**src/rtl/sim_reset_sequencer_if.sv**
```systemverilog
// sim_reset_sequencer_if: lock/soft-request inputs and staged reset outputs of the reset sequencer
// Ports (signals):
//   dcm_locked     clock-source lock, asynchronous to the sequencer clock
//   soft_reset_req single-cycle request to re-run the release sequence
//   rst_stage      active-high staged resets, bit 0 released first
//   ready          high once every stage is released
//   lock_lost      sticky lock-loss flag
//   lock_loss_cnt  saturating lock-loss event count
// master drives the requests and observes the resets; slave is the sequencer.
interface sim_reset_sequencer_if #(
    parameter int NUM_STAGES = 3
);
    logic                  dcm_locked;
    logic                  soft_reset_req;
    logic [NUM_STAGES-1:0] rst_stage;
    logic                  ready;
    logic                  lock_lost;
    logic [7:0]            lock_loss_cnt;
    modport master (
        output dcm_locked, soft_reset_req,
        input  rst_stage, ready, lock_lost, lock_loss_cnt
    );
    modport slave (
        input  dcm_locked, soft_reset_req,
        output rst_stage, ready, lock_lost, lock_loss_cnt
    );
endinterface

```
**src/rtl/sim_reset_sequencer.sv**
```systemverilog
// sim_reset_sequencer: staged reset release gated by a synchronized, stable clock-source lock
// Ports:
//   clock_i  sequencer clock
//   reset_i  synchronous active-high reset, forces the full reset state
//   bus      slave side: dcm_locked/soft_reset_req in; rst_stage/ready/lock_lost/lock_loss_cnt out
module sim_reset_sequencer #(
    parameter int NUM_STAGES  = 3,
    parameter int LOCK_STABLE = 8,
    parameter int STAGE_GAP   = 4,
    parameter int SOFT_HOLD   = 16
) (
    input logic                 clock_i,
    input logic                 reset_i,
    sim_reset_sequencer_if.slave bus
);
    localparam int          IW      = NUM_STAGES > 1 ? $clog2(NUM_STAGES) : 1;
    localparam logic [15:0] LS      = 16'(LOCK_STABLE);
    localparam logic [15:0] GAP     = 16'(STAGE_GAP);
    localparam logic [15:0] HOLD    = 16'(SOFT_HOLD);
    localparam logic [IW-1:0] LAST  = IW'(NUM_STAGES - 1);
    typedef enum logic [2:0] {WAIT_LOCK, STABLE, RELEASE, RUN, SOFT_HOLD_ST} state_t;
    state_t                state_q;
    logic [1:0]            sync_q;
    logic [15:0]           cnt_q;
    logic [IW-1:0]         idx_q;
    logic [NUM_STAGES-1:0] rst_stage_q;
    logic                  ready_q;
    logic                  lock_lost_q;
    logic [7:0]            loss_cnt_q;
    logic                  lock_s;
    assign lock_s            = sync_q[1];
    assign bus.rst_stage     = rst_stage_q;
    assign bus.ready         = ready_q;
    assign bus.lock_lost     = lock_lost_q;
    assign bus.lock_loss_cnt = loss_cnt_q;
    always_ff @(posedge clock_i) begin
        if (reset_i) begin
            state_q     <= WAIT_LOCK;
            sync_q      <= '0;
            cnt_q       <= '0;
            idx_q       <= '0;
            rst_stage_q <= '1;
            ready_q     <= 1'b0;
            lock_lost_q <= 1'b0;
            loss_cnt_q  <= '0;
        end else begin
            sync_q <= {sync_q[0], bus.dcm_locked};
            // lock loss only matters once stages may have been released
            if ((state_q == RELEASE || state_q == RUN) && !lock_s) begin
                rst_stage_q <= '1;
                ready_q     <= 1'b0;
                state_q     <= WAIT_LOCK;
                cnt_q       <= '0;
                if (state_q == RUN) begin
                    lock_lost_q <= 1'b1;
                    loss_cnt_q  <= loss_cnt_q == 8'hff ? loss_cnt_q : loss_cnt_q + 8'd1;
                end
            end else if (bus.soft_reset_req && state_q != SOFT_HOLD_ST) begin
                rst_stage_q <= '1;
                ready_q     <= 1'b0;
                state_q     <= SOFT_HOLD_ST;
                cnt_q       <= 16'd1;
            end else begin
                case (state_q)
                    WAIT_LOCK: if (lock_s) begin
                        state_q <= STABLE;
                        cnt_q   <= 16'd1;
                    end
                    STABLE: if (!lock_s) begin
                        state_q <= WAIT_LOCK;
                        cnt_q   <= '0;
                    end else if (cnt_q == LS) begin
                        rst_stage_q[0] <= 1'b0;
                        idx_q          <= IW'(1);
                        cnt_q          <= 16'd1;
                        state_q        <= NUM_STAGES == 1 ? RUN : RELEASE;
                        ready_q        <= NUM_STAGES == 1;
                    end else begin
                        cnt_q <= cnt_q + 16'd1;
                    end
                    RELEASE: if (cnt_q == GAP) begin
                        rst_stage_q[idx_q] <= 1'b0;
                        idx_q              <= idx_q + IW'(1);
                        cnt_q              <= 16'd1;
                        if (idx_q == LAST) begin
                            state_q <= RUN;
                            ready_q <= 1'b1;
                        end
                    end else begin
                        cnt_q <= cnt_q + 16'd1;
                    end
                    SOFT_HOLD_ST: if (cnt_q == HOLD) begin
                        state_q <= WAIT_LOCK;
                        cnt_q   <= '0;
                    end else begin
                        cnt_q <= cnt_q + 16'd1;
                    end
                    RUN: ;
                    default: state_q <= WAIT_LOCK;
                endcase
            end
        end
    end
endmodule

```
**src/flat_wrapper.sv**
```systemverilog
// flat-port wrapper written by rule: the top's interface ports become plain ports
module sim_reset_sequencer_flat 
#(
    parameter int NUM_STAGES  = 3,
    parameter int LOCK_STABLE = 8,
    parameter int STAGE_GAP   = 4,
    parameter int SOFT_HOLD   = 16
)
  (clock_i, reset_i, bus_dcm_locked, bus_soft_reset_req, bus_rst_stage, bus_ready, bus_lock_lost, bus_lock_loss_cnt);
  sim_reset_sequencer_if #(.NUM_STAGES(NUM_STAGES)) bus_i ();
  input logic clock_i;
  input logic reset_i;
  input wire logic [$bits(bus_i.dcm_locked)-1:0] bus_dcm_locked;
  input wire logic [$bits(bus_i.soft_reset_req)-1:0] bus_soft_reset_req;
  output wire logic [$bits(bus_i.rst_stage)-1:0] bus_rst_stage;
  output wire logic [$bits(bus_i.ready)-1:0] bus_ready;
  output wire logic [$bits(bus_i.lock_lost)-1:0] bus_lock_lost;
  output wire logic [$bits(bus_i.lock_loss_cnt)-1:0] bus_lock_loss_cnt;
  assign bus_i.dcm_locked = bus_dcm_locked;
  assign bus_i.soft_reset_req = bus_soft_reset_req;
  assign bus_rst_stage = bus_i.rst_stage;
  assign bus_ready = bus_i.ready;
  assign bus_lock_lost = bus_i.lock_lost;
  assign bus_lock_loss_cnt = bus_i.lock_loss_cnt;
  sim_reset_sequencer #(.NUM_STAGES(NUM_STAGES), .LOCK_STABLE(LOCK_STABLE), .STAGE_GAP(STAGE_GAP), .SOFT_HOLD(SOFT_HOLD)) u_core (.clock_i(clock_i), .reset_i(reset_i), .bus(bus_i));
endmodule
```
**config.mk**
```make
export PLATFORM = sky130hd
export DESIGN_NAME = sim_reset_sequencer_flat
export DESIGN_NICKNAME = d
export VERILOG_FILES = /design/src/rtl/sim_reset_sequencer_if.sv /design/src/rtl/sim_reset_sequencer.sv /design/src/flat_wrapper.sv
export SDC_FILE = /design/constraint.sdc
export NUM_CORES = 1
export LEC_CHECK = 0
export CELL_PAD_IN_SITES_DETAIL_PLACEMENT = 1
export CELL_PAD_IN_SITES_GLOBAL_PLACEMENT = 2
export CORE_ASPECT_RATIO = 0.75
export CORE_MARGIN = 2
export CORE_UTILIZATION = 34
export DETAILED_ROUTE_END_ITERATION = 7
export GPL_ROUTABILITY_DRIVEN = 0
export PLACE_DENSITY = 0.81
export REMOVE_ABC_BUFFERS = 1
export SLEW_MARGIN = 20
export SYNTH_ARGS = -nofsm -noshare
export SYNTH_HDL_FRONTEND = slang
export SYNTH_SLANG_ARGS = --single-unit
```
**constraint.sdc**
```tcl
create_clock -name clock_i -period 2.4 [get_ports clock_i]
set_input_delay 0.24 -clock clock_i [delete_from_list [all_inputs] [get_ports clock_i]]
set_output_delay 0.24 -clock clock_i [all_outputs]
set_load 0.05 [all_outputs]
```
### Word level (Yosys, flattened, before mapping)

Cells that the tools add are included.

| storage, ports and cells | value |
|---|---|
| output and inout port bits | 13 |
| input port bits | 4 |
| word-level logic and storage cells | 94 |
| register bits | 36 |

| cells by class | value |
|---|---|
| bitwise operators | 6 |
| equal/unequal tests | 23 |
| reduce and logical (&&, ||, !) cells | 21 |
| $lt $le $gt $ge | 2 |
| mux-type cells | 28 |
| $add $sub $neg | 3 |

Operators by type and width:

| cell | count |
|---|---|
| two-way mux 16 bit | 5 |
| one-hot mux 16 bit (4 select lines) | 1 |
| two-way mux 3 bit | 7 |
| AND reduction 6 bit | 3 |
| adder 16 x 1 -> 16 bit (second input constant) | 1 |
| equality test 16 x 3 -> 1 bit (second input constant) | 1 |
| equality test 16 x 4 -> 1 bit (second input constant) | 1 |
| equality test 16 x 5 -> 1 bit (second input constant) | 1 |
| one-hot mux 3 bit (5 select lines) | 1 |
| inequality test 3 bit (second input constant) | 4 |
| adder 8 x 1 -> 8 bit (second input constant) | 1 |
| equality test 8 bit (second input constant) | 1 |
| inequality test 2 x 1 -> 1 bit (second input constant) | 4 |
| AND reduction 2 bit | 4 |
| two-way mux 1 bit | 7 |
| equality test 3 x 2 -> 1 bit (second input constant) | 2 |
| two-way mux 2 bit | 3 |
| inequality test 2 bit (second input constant) | 3 |
| inequality test 3 x 1 -> 1 bit (second input constant) | 2 |
| AND reduction 5 bit | 1 |
| nonzero test 5 bit | 1 |
| inequality test 4 bit (second input constant) | 1 |
| inverter 1 bit | 4 |
| one-hot mux 1 bit (2 select lines) | 2 |
| 20 further kinds | 22 |

### Longest topological paths before layout

Gate-level depths: netlist of the first run.

| logic depth | value |
|---|---|
| word-level depth | 8 |
| gate-level depth with buffers | 8 |
| mapped depth without buffers | 7 |

### Least setup slack after synthesis of the first run

Ideal clock, no wire load.

| timing | value |
|---|---|
| path kind | register to register |
| start point | register u_core.loss_cnt_q[0] (netlist: u_core.bus.lock_loss_cnt[0]) |
| end point | register u_core.loss_cnt_q[5] (netlist: u_core.bus.lock_loss_cnt[5]) |
| path buffers | 1 |
| setup time | 0.128 ns |
| stages on the path, launching flop included | 8 |
| period minus slack after synthesis | 1.870 ns |
| data arrival time | 1.742 ns |
| data required time | 2.272 ns |
| path slack | 0.530 ns |
| cells stage by stage | dfxtp_1 -> ha_1 -> nand3_1 -> o211a_1 -> clkbuf_1 -> nand4_1 -> xor2_1 -> nor2_1 |

| on the way | value |
|---|---|
| longest elaborated chain between the ends | 3 |
| elaborated cells between the ends (all ways) | 4 |
| those cells by class | 1 x add/sub; 1 x eq/ne; 1 x bitwise; 1 x reduce/logical |

RTL lines:

| what | line | text |
|---|---|---|
| start: declaration | sim_reset_sequencer.sv:29 | `logic [7:0] loss_cnt_q;` |
| start signal: assignment | sim_reset_sequencer.sv:56 | `loss_cnt_q <= loss_cnt_q == 8'hff ? loss_cnt_q : loss_cnt_q + 8'd1;` |
| parallel branches: the longest is 3 deep, another holds adder 8 x 1 -> 8 bit | -- |  |

Parallel ways; which one is timed is not known.
A chain may end at the register's enable or synchronous reset.

### Worst setup path after layout of the first run

| timing | value |
|---|---|
| start point | register u_core.state_q[2] |
| end point | register u_core.ready_q (netlist: u_core.bus.ready) |

| on the way | value |
|---|---|
| longest elaborated chain between the ends | 4 |
| elaborated cells between the ends (all ways) | 15 |
| those cells by class | 8 x eq/ne; 1 x mux; 6 x reduce/logical |

RTL lines:

| what | line | text |
|---|---|---|
| start: declaration | sim_reset_sequencer.sv:22 | `state_t state_q;` |
| start signal: assignment | sim_reset_sequencer.sv:76 | `state_q <= NUM_STAGES == 1 ? RUN : RELEASE;` |
| parallel branches: the longest is 4 deep, another holds AND reduction 5 bit | -- |  |
| end signal: assignment | sim_reset_sequencer.sv:51 | `ready_q <= 1'b0;` |
| end signal: assignment | sim_reset_sequencer.sv:60 | `ready_q <= 1'b0;` |
| end signal: assignment | sim_reset_sequencer.sv:77 | `ready_q <= NUM_STAGES == 1;` |
| end: declaration | sim_reset_sequencer.sv:27 | `logic ready_q;` |

Parallel ways; which one is timed is not known.

==> results.py, run 1 <==
metrics = {
    "sta": {
        "finalSetupTns_ns": 0,
        "hold_viol": 0,
        "rsz0062_at_grt": "no",
        "setup_slack_ns": 0.314,
        "timing.final.crit_share_pct": 86.9,
        "fin_skew_ns": 0.00693,
        "slew_violations": 0,
        "timing.slew.headroom_pct": 66.2,
        "worst_pin_slew_ns": 0.504,
        "setup-violations-final": 0,
        "finalCriticalPeriod_ns": 2.09,
        "clock.fmax_mhz": 479,
    },
    "global_routing": {
        "grt_overflow": 0,
        "grt_pass1_vias": 1992,
        "grt_usage_pct": 19.0,
        "grt_max_degree": 18,
        "grt_pass1_wl_um": 10300,
        "antenna_found_initial": 0,
    },
    "cells_and_area": {
        "drive_gt1_share_pct": 11.5,
        "finalNetCount": 298,
        "n_antenna_cell": 0,
        "synthToLayoutAreaGrowth_pct": 20.7,
        "nFillCells": 713,
        "design_area_sq_mm": 0.00255,
        "layout.cells.non_filler": 366,
    },
    "detailed_routing": {
        "drt_wl_total_um": 6060,
        "drt_iter0_drc": 87,
        "drc_errors": 0,
        "vias": 2045,
        "wl_per_cell_um": 16.6,
        "first_pass_iters": 4,
        "viasPerCell": 5.59,
        "antenna_left": 0,
    },
    "cts": {
        "cts_tree": "built",
        "htree_levels": 2,
        "cts_buffers": 5,
        "cts.sinks": 36,
        "cts_root_buf": "clkbuf_8",
        "clk_pin_slew_ns": 0.08,
        "cts_hold_buffers": 0,
        "ctsResizeCount": 0,
        "cts_setup_buffers": 0,
        "clockBufferDepth": 2,
        "clkLatencyLatePin_ns": 0.29,
    },
    "synth": {
        "avgSynthCellArea_sq_um": 8.06,
        "synth_cell_types": 59,
        "ys_seq_area_share_pct": 34.1,
        "synth_edf_count": 0,
        "synth_warnings": 0,
        "async_reset_ff_share_pct": 0,
        "ys_ff_latch": 36,
        "ys.flop_type": "dfxtp_1",
        "syn_area_sq_mm": 0.00211,
        "netlist_instances": 262,
    },
    "pwr": {
        "p_sw_share_pct": 27.1,
        "power.switching_w": 0.000364,
        "power_frac_seq_pct": 46.4,
        "total_power_w": 0.00135,
        "pwr-share-comb_pct": 12.8,
        "power_frac_clock_pct": 40.9,
        "ir_worst_vdd_uv": 272,
        "p_int_w": 0.000983,
        "p_per_area_mw_per_mm2": 529,
        "total_leakage_power_nw": 0.918,
    },
    "critical_path": {
        "crit_path_start_kind": "register",
        "ff2ff_setup_slack_ns": 0.31,
        "crit_type": "reg2reg",
        "crit_fanout": 13,
        "crit_required_ns": 2.56,
        "cp-end-kind": "register",
        "critPathArrivalTime_ns": 2.25,
    },
    "flow_run": {
        "cap_violations": 0,
    },
    "placed_design": {
        "dpl_cell_area_sq_mm": 0.00244,
        "numPortBuffers": 16,
        "dpl.hpwl_um": 4510,
        "dp_worst_setup_slack_ns": 0.324,
        "dpl.cell_count": 358,
    },
    "die": {
        "die_h_um": 72.3,
        "die_area_sq_mm": 0.00686,
        "rows": 24,
        "placeableCoreArea_sq_mm": 0.00592,
        "start_util_pct": 35.7,
        "die_x_um": 95.0,
        "pin_count": 17,
    },
    "status": {
        "status": "finished clean",
    },
    "hold_path": {
        "hold_class": "reg2reg",
    },
}
-- cell usage in the layout, fill, tap and decap left out, types with 3 or more instances in the layout --
cell type / count
a21o_1: 4
a21oi_1: 8
and2_1: 8
and3_1: 5
buf_4: 17
clkbuf_8: 5
clkdlybuf4s50_1: 16
dfxtp_1: 36
ha_1: 7
inv_1: 5
nand2_1: 38
nand2b_1: 4
nand3_1: 8
nand4_1: 8
nor2_1: 19
nor2b_1: 4
nor3_1: 9
nor3b_1: 4
o211ai_1: 10
o21ai_0: 11
o221ai_1: 5
or3_1: 3
xor2_1: 6
-- stage by stage --
stage               hold slack (ns)  utilization [%]
floorplan                     0.309                -
global placement              0.420             41.2
detailed placement            0.430             41.2
CTS                           0.447             43.1
global route                  0.467             43.1
finish                        0.439             43.1
-- sequential cells by signal (all words and copies together), names as in the netlist --
| register | flops |
|---|---|
| u_core.cnt_q | 16 |
| u_core.bus.lock_loss_cnt | 8 |
| u_core.bus.rst_stage | 3 |
| u_core.state_q | 3 |
| u_core.idx_q | 2 |
| u_core.sync_q | 2 |
| u_core.bus.lock_lost | 1 |
| u_core.bus.ready | 1 |
-- critical path, stage by stage (launching register included) --
cell	delay [ns]
dfxtp_1	0.44
or3b_1	0.57
nor3_1	0.36
o21ai_0	0.27
o21ai_0	0.22
a21oi_1	0.08
-- power groups by stage --
stage / Sequential [W] / Combinational [W] / Clock [W]
finish: 0.000625 / 0.000172 / 0.000551
global route: 0.000627 / 0.000187 / 0.000588
CTS: 0.000624 / 0.000172 / 0.000566
detailed placement: 0.000638 / 0.000170 / 0
global placement: 0.000637 / 0.000167 / 0
floorplan: 0.000636 / 0.0000880 / 0
-- cell usage after synthesis, drive strengths merged (2+ instances only) --
| cell | count | area share [%] |
|---|---|---|
| nand2 | 38 | 6.8 |
| dfxtp | 36 | 34 |
| nor2 | 20 | 3.7 |
| o21ai | 13 | 3.1 |
| clkbuf | 12 | 2.1 |
| o211ai | 10 | 3.6 |
| and2 | 9 | 2.7 |
| nor3 | 9 | 2.1 |
| a21oi | 8 | 1.9 |
| nand3 | 8 | 1.9 |
| nand4 | 8 | 2.4 |
| ha | 7 | 4.1 |
| o221ai | 6 | 2.8 |
| xor2 | 6 | 2.5 |
| and3 | 5 | 1.5 |
| inv | 5 | 0.89 |
| a21o | 4 | 1.4 |
| nand2b | 4 | 1.2 |
| nor2b | 4 | 1.2 |
| nor3b | 4 | 1.4 |
| or3 | 4 | 1.4 |
| buf | 3 | 0.71 |
| or4 | 3 | 1.2 |
| a211oi | 2 | 0.71 |
| a221oi | 2 | 1.1 |
| a2bb2oi | 2 | 0.83 |
| mux2i | 2 | 0.95 |
| nor4 | 2 | 0.59 |
| o21bai | 2 | 1.2 |
| o22ai | 2 | 0.59 |
| o31ai | 2 | 0.71 |
-- layer usage --
metal	GRT usage (%)	vias up	wire (um)
met5	0	-	0
met4	2.90	0	19
met3	3.43	2	262
met2	26.8	36	2500
met1	30.4	990	3290
li1	-	1017	-
-- final timing paths --
check / from / endpoint / cells after the start
setup / recovery: u_core.state_q[2] / u_core.bus.ready / 5
hold / removal: u_core.sync_q[0] / u_core.sync_q[1] / 1
setup reg to reg: u_core.state_q[2] / u_core.bus.ready / 5
hold reg to reg: u_core.sync_q[0] / u_core.sync_q[1] / 1
-- logic make-up (layout without fill, tap and decap cells) --
group / Yosys count / after routing / synth area share, %
compound gates: 65 / 65 / 23.2
xor+xnor: 7 / 7 / 2.90
fa+ha+maj: 7 / 7 / 4.15
buf+inv: 20 / 46 / 3.73
flops: 36 / 36 / 34.1
mux: 2 / 2 / 0.948
simple gates: 125 / 125 / 30.9
-- area by class of cell --
class	instances	area (sq um)	area share [%]
Clock inverter	3	42.5	1.67
Sequential cell	36	721	28.3
Inverter	5	18.8	0.736
Tap cell	78	97.6	3.83
Multi-Input combinational cell	206	1310	51.5
Timing Repair Buffer	33	288	11.3
Clock buffer	5	68.8	2.70
Note: power is estimated with default switching activity, not from simulation.
==> run 2, diff against run 1 <==
CELL_PAD_IN_SITES_DETAIL_PLACEMENT = unset   (was 1)
CELL_PAD_IN_SITES_GLOBAL_PLACEMENT = unset   (was 2)
CORE_UTILIZATION = 45   (was 34)
PLACE_DENSITY = 0.73   (was 0.81)
clock period = 2.6 ns   (was 2.4 ns; I/O delays follow)
==> run 2 against run 1 <==
  * Critical path depth grew 1
  * Fmax shrank 2.4%
  * Clock skew shrank 0.0013 ns
  * Core utilization grew 11 points
  * Setup slack gained 0.15 ns
  * Routed wire length shrank 19%
  * Cell count shrank 8.5%
  * Flip-flop and latch count is the same
  * Critical path type unchanged
==> results.py, run 2 (synthesized netlist as in run 1, its figures left out) <==
metrics = {
    "status": {
        "status": "finished clean",
    },
    "critical_path": {
        "crit_required_ns": 2.82,
        "cp_cell_sequence": "inv_1 > ha_1 > and4b_1 > a311oi_2 > o21ai_1 > o211ai_1",
        "cp-end-kind": "register",
        "crit_fanout": 7,
        "cpPeakStageDelay_ns": 0.46,
        "critPathArrivalTime_ns": 2.36,
        "crit_type": "reg2reg",
        "critPathSlowestCell": "a311oi_2",
        "critical_path.top_delay_family": "compound AO/OA/AOI/OAI gates",
        "path_buf_inv": 1,
        "crit_path_start_kind": "register",
    },
    "sta": {
        "timing.slew.headroom_pct": 62.3,
        "slew_violations": 0,
        "timing.final.crit_share_pct": 82.2,
        "setup-violations-final": 0,
        "holdWs_ns": 0.449,
        "finalCriticalPeriod_ns": 2.14,
        "worst_pin_slew_ns": 0.561,
        "fin_skew_ns": 0.00562,
        "hold_viol": 0,
        "clock.fmax_mhz": 468,
        "finalSetupTns_ns": 0,
        "rsz0062_at_grt": "no",
    },
    "detailed_routing": {
        "first_pass_iters": 4,
        "drt-met1-wl_um": 2620,
        "viasPerCell": 5.83,
        "vias": 1952,
        "wl_per_cell_um": 14.7,
        "route.met2.wl_um": 1980,
        "drt_iter0_drc": 121,
        "drc_errors": 0,
        "top_layer": "met4",
        "antenna_left": 0,
        "dr_wl_met3_um": 264,
        "drt_wl_total_um": 4940,
    },
    "cts": {
        "clkLatencyLatePin_ns": 0.29,
        "cts_buffers": 5,
        "cts_hold_buffers": 0,
        "ctsResizeCount": 0,
        "cts_tree": "built",
        "htree_levels": 2,
        "cts_setup_buffers": 0,
        "clockBufferDepth": 2,
        "clk_pin_slew_ns": 0.08,
        "cts.sinks": 36,
        "cts_root_buf": "clkbuf_8",
    },
    "cells_and_area": {
        "finalNetCount": 288,
        "largest-register": "u_core.cnt_q",
        "synthToLayoutAreaGrowth_pct": 15.9,
        "final_common_cell": "nand2_1",
        "largest_register_ffs": 16,
        "final_cell_mix": "nand2_1 (38), dfxtp_1 (36), nor2_1 (19), clkdlybuf4s50_1 (16), o21ai_0 (11)",
        "drive_gt1_share_pct": 8.27,
        "n_antenna_cell": 0,
    },
    "die": {
        "die_h_um": 63.3,
        "start_util_pct": 47.0,
        "rows": 21,
        "die_x_um": 83.1,
        "pin_count": 17,
        "placeableCoreArea_sq_mm": 0.00449,
        "die_area_sq_mm": 0.00526,
    },
    "global_routing": {
        "grt_pass1_wl_um": 8420,
        "grt_max_degree": 17,
        "grt_pass1_vias": 1824,
        "antenna_found_initial": 0,
        "grt_overflow": 0,
        "grt_usage_pct": 19.6,
    },
    "pwr": {
        "p_per_area_mw_per_mm2": 493,
        "ir_worst_vdd_uv": 326,
        "total_leakage_power_nw": 0.866,
    },
    "flow_run": {
        "cap_violations": 0,
    },
    "placed_design": {
        "dpl.hpwl_um": 3430,
        "numPortBuffers": 16,
    },
    "hold_path": {
        "hold_class": "reg2reg",
    },
}
run 2: worst paths after layout:
kind | startpoint | to | slack [ns] | cells past startpoint
hold / removal | u_core.sync_q[0] | u_core.sync_q[1] | 0.45 | 1
hold reg to reg | u_core.sync_q[0] | u_core.sync_q[1] | 0.45 | 1
setup / recovery | u_core.cnt_q[0] | u_core.cnt_q[10] | 0.46 | 6
setup reg to reg | u_core.cnt_q[0] | u_core.cnt_q[10] | 0.46 | 6
run 2: worst reg2reg max path, stage by stage, from the launching register on:
cell	delay, ns
dfxtp_1	0.44
inv_1	0.13
ha_1	0.20
and4b_1	0.26
a311oi_2	0.46
o21ai_1	0.33
o211ai_1	0.25
run 2: routing by layer:
metal  vias up  GRT usage [%]
met5         -              0
met4         0           7.99
met3        10           3.93
met2        49           27.8
met1       898           28.7
li1        995              -
run 2: final cells by class:
cell class,count,area (sq um)
sequential,36,721
clock buffer,5,68.8
inverter,5,18.8
fill,397,2050
timing repair buffer,23,213
tap,57,71.3
multi-input combinational,206,1310
clock inverter,3,42.5
run 2: stage by stage:
| stage | cells | setup WS (ns) | power, W | utilization, % | area, sq um |
|---|---|---|---|---|---|
| 2_1_floorplan | 247 | 0.556 | 0.000668 | - | 2050 |
| 3_3_place_gp | 327 | 0.446 | 0.000718 | 52.0 | 2340 |
| 3_5_place_dp | 327 | 0.341 | 0.000721 | 52.0 | 2340 |
| 4_1_cts | 335 | 0.487 | 0.00121 | 54.5 | 2450 |
| 5_1_grt | 335 | 0.298 | 0.00125 | 54.5 | 2450 |
| 6_report | 335 | 0.462 | 0.00121 | 54.5 | 2450 |
run 2: where the power goes:
group,total [W],internal (W),leakage (nW),switching [W]
Clock,0.000495,0.000284,0.0541,0.000212
Combinational,0.000128,0.0000497,0.521,0.0000780
Sequential,0.000583,0.000560,0.291,0.0000226
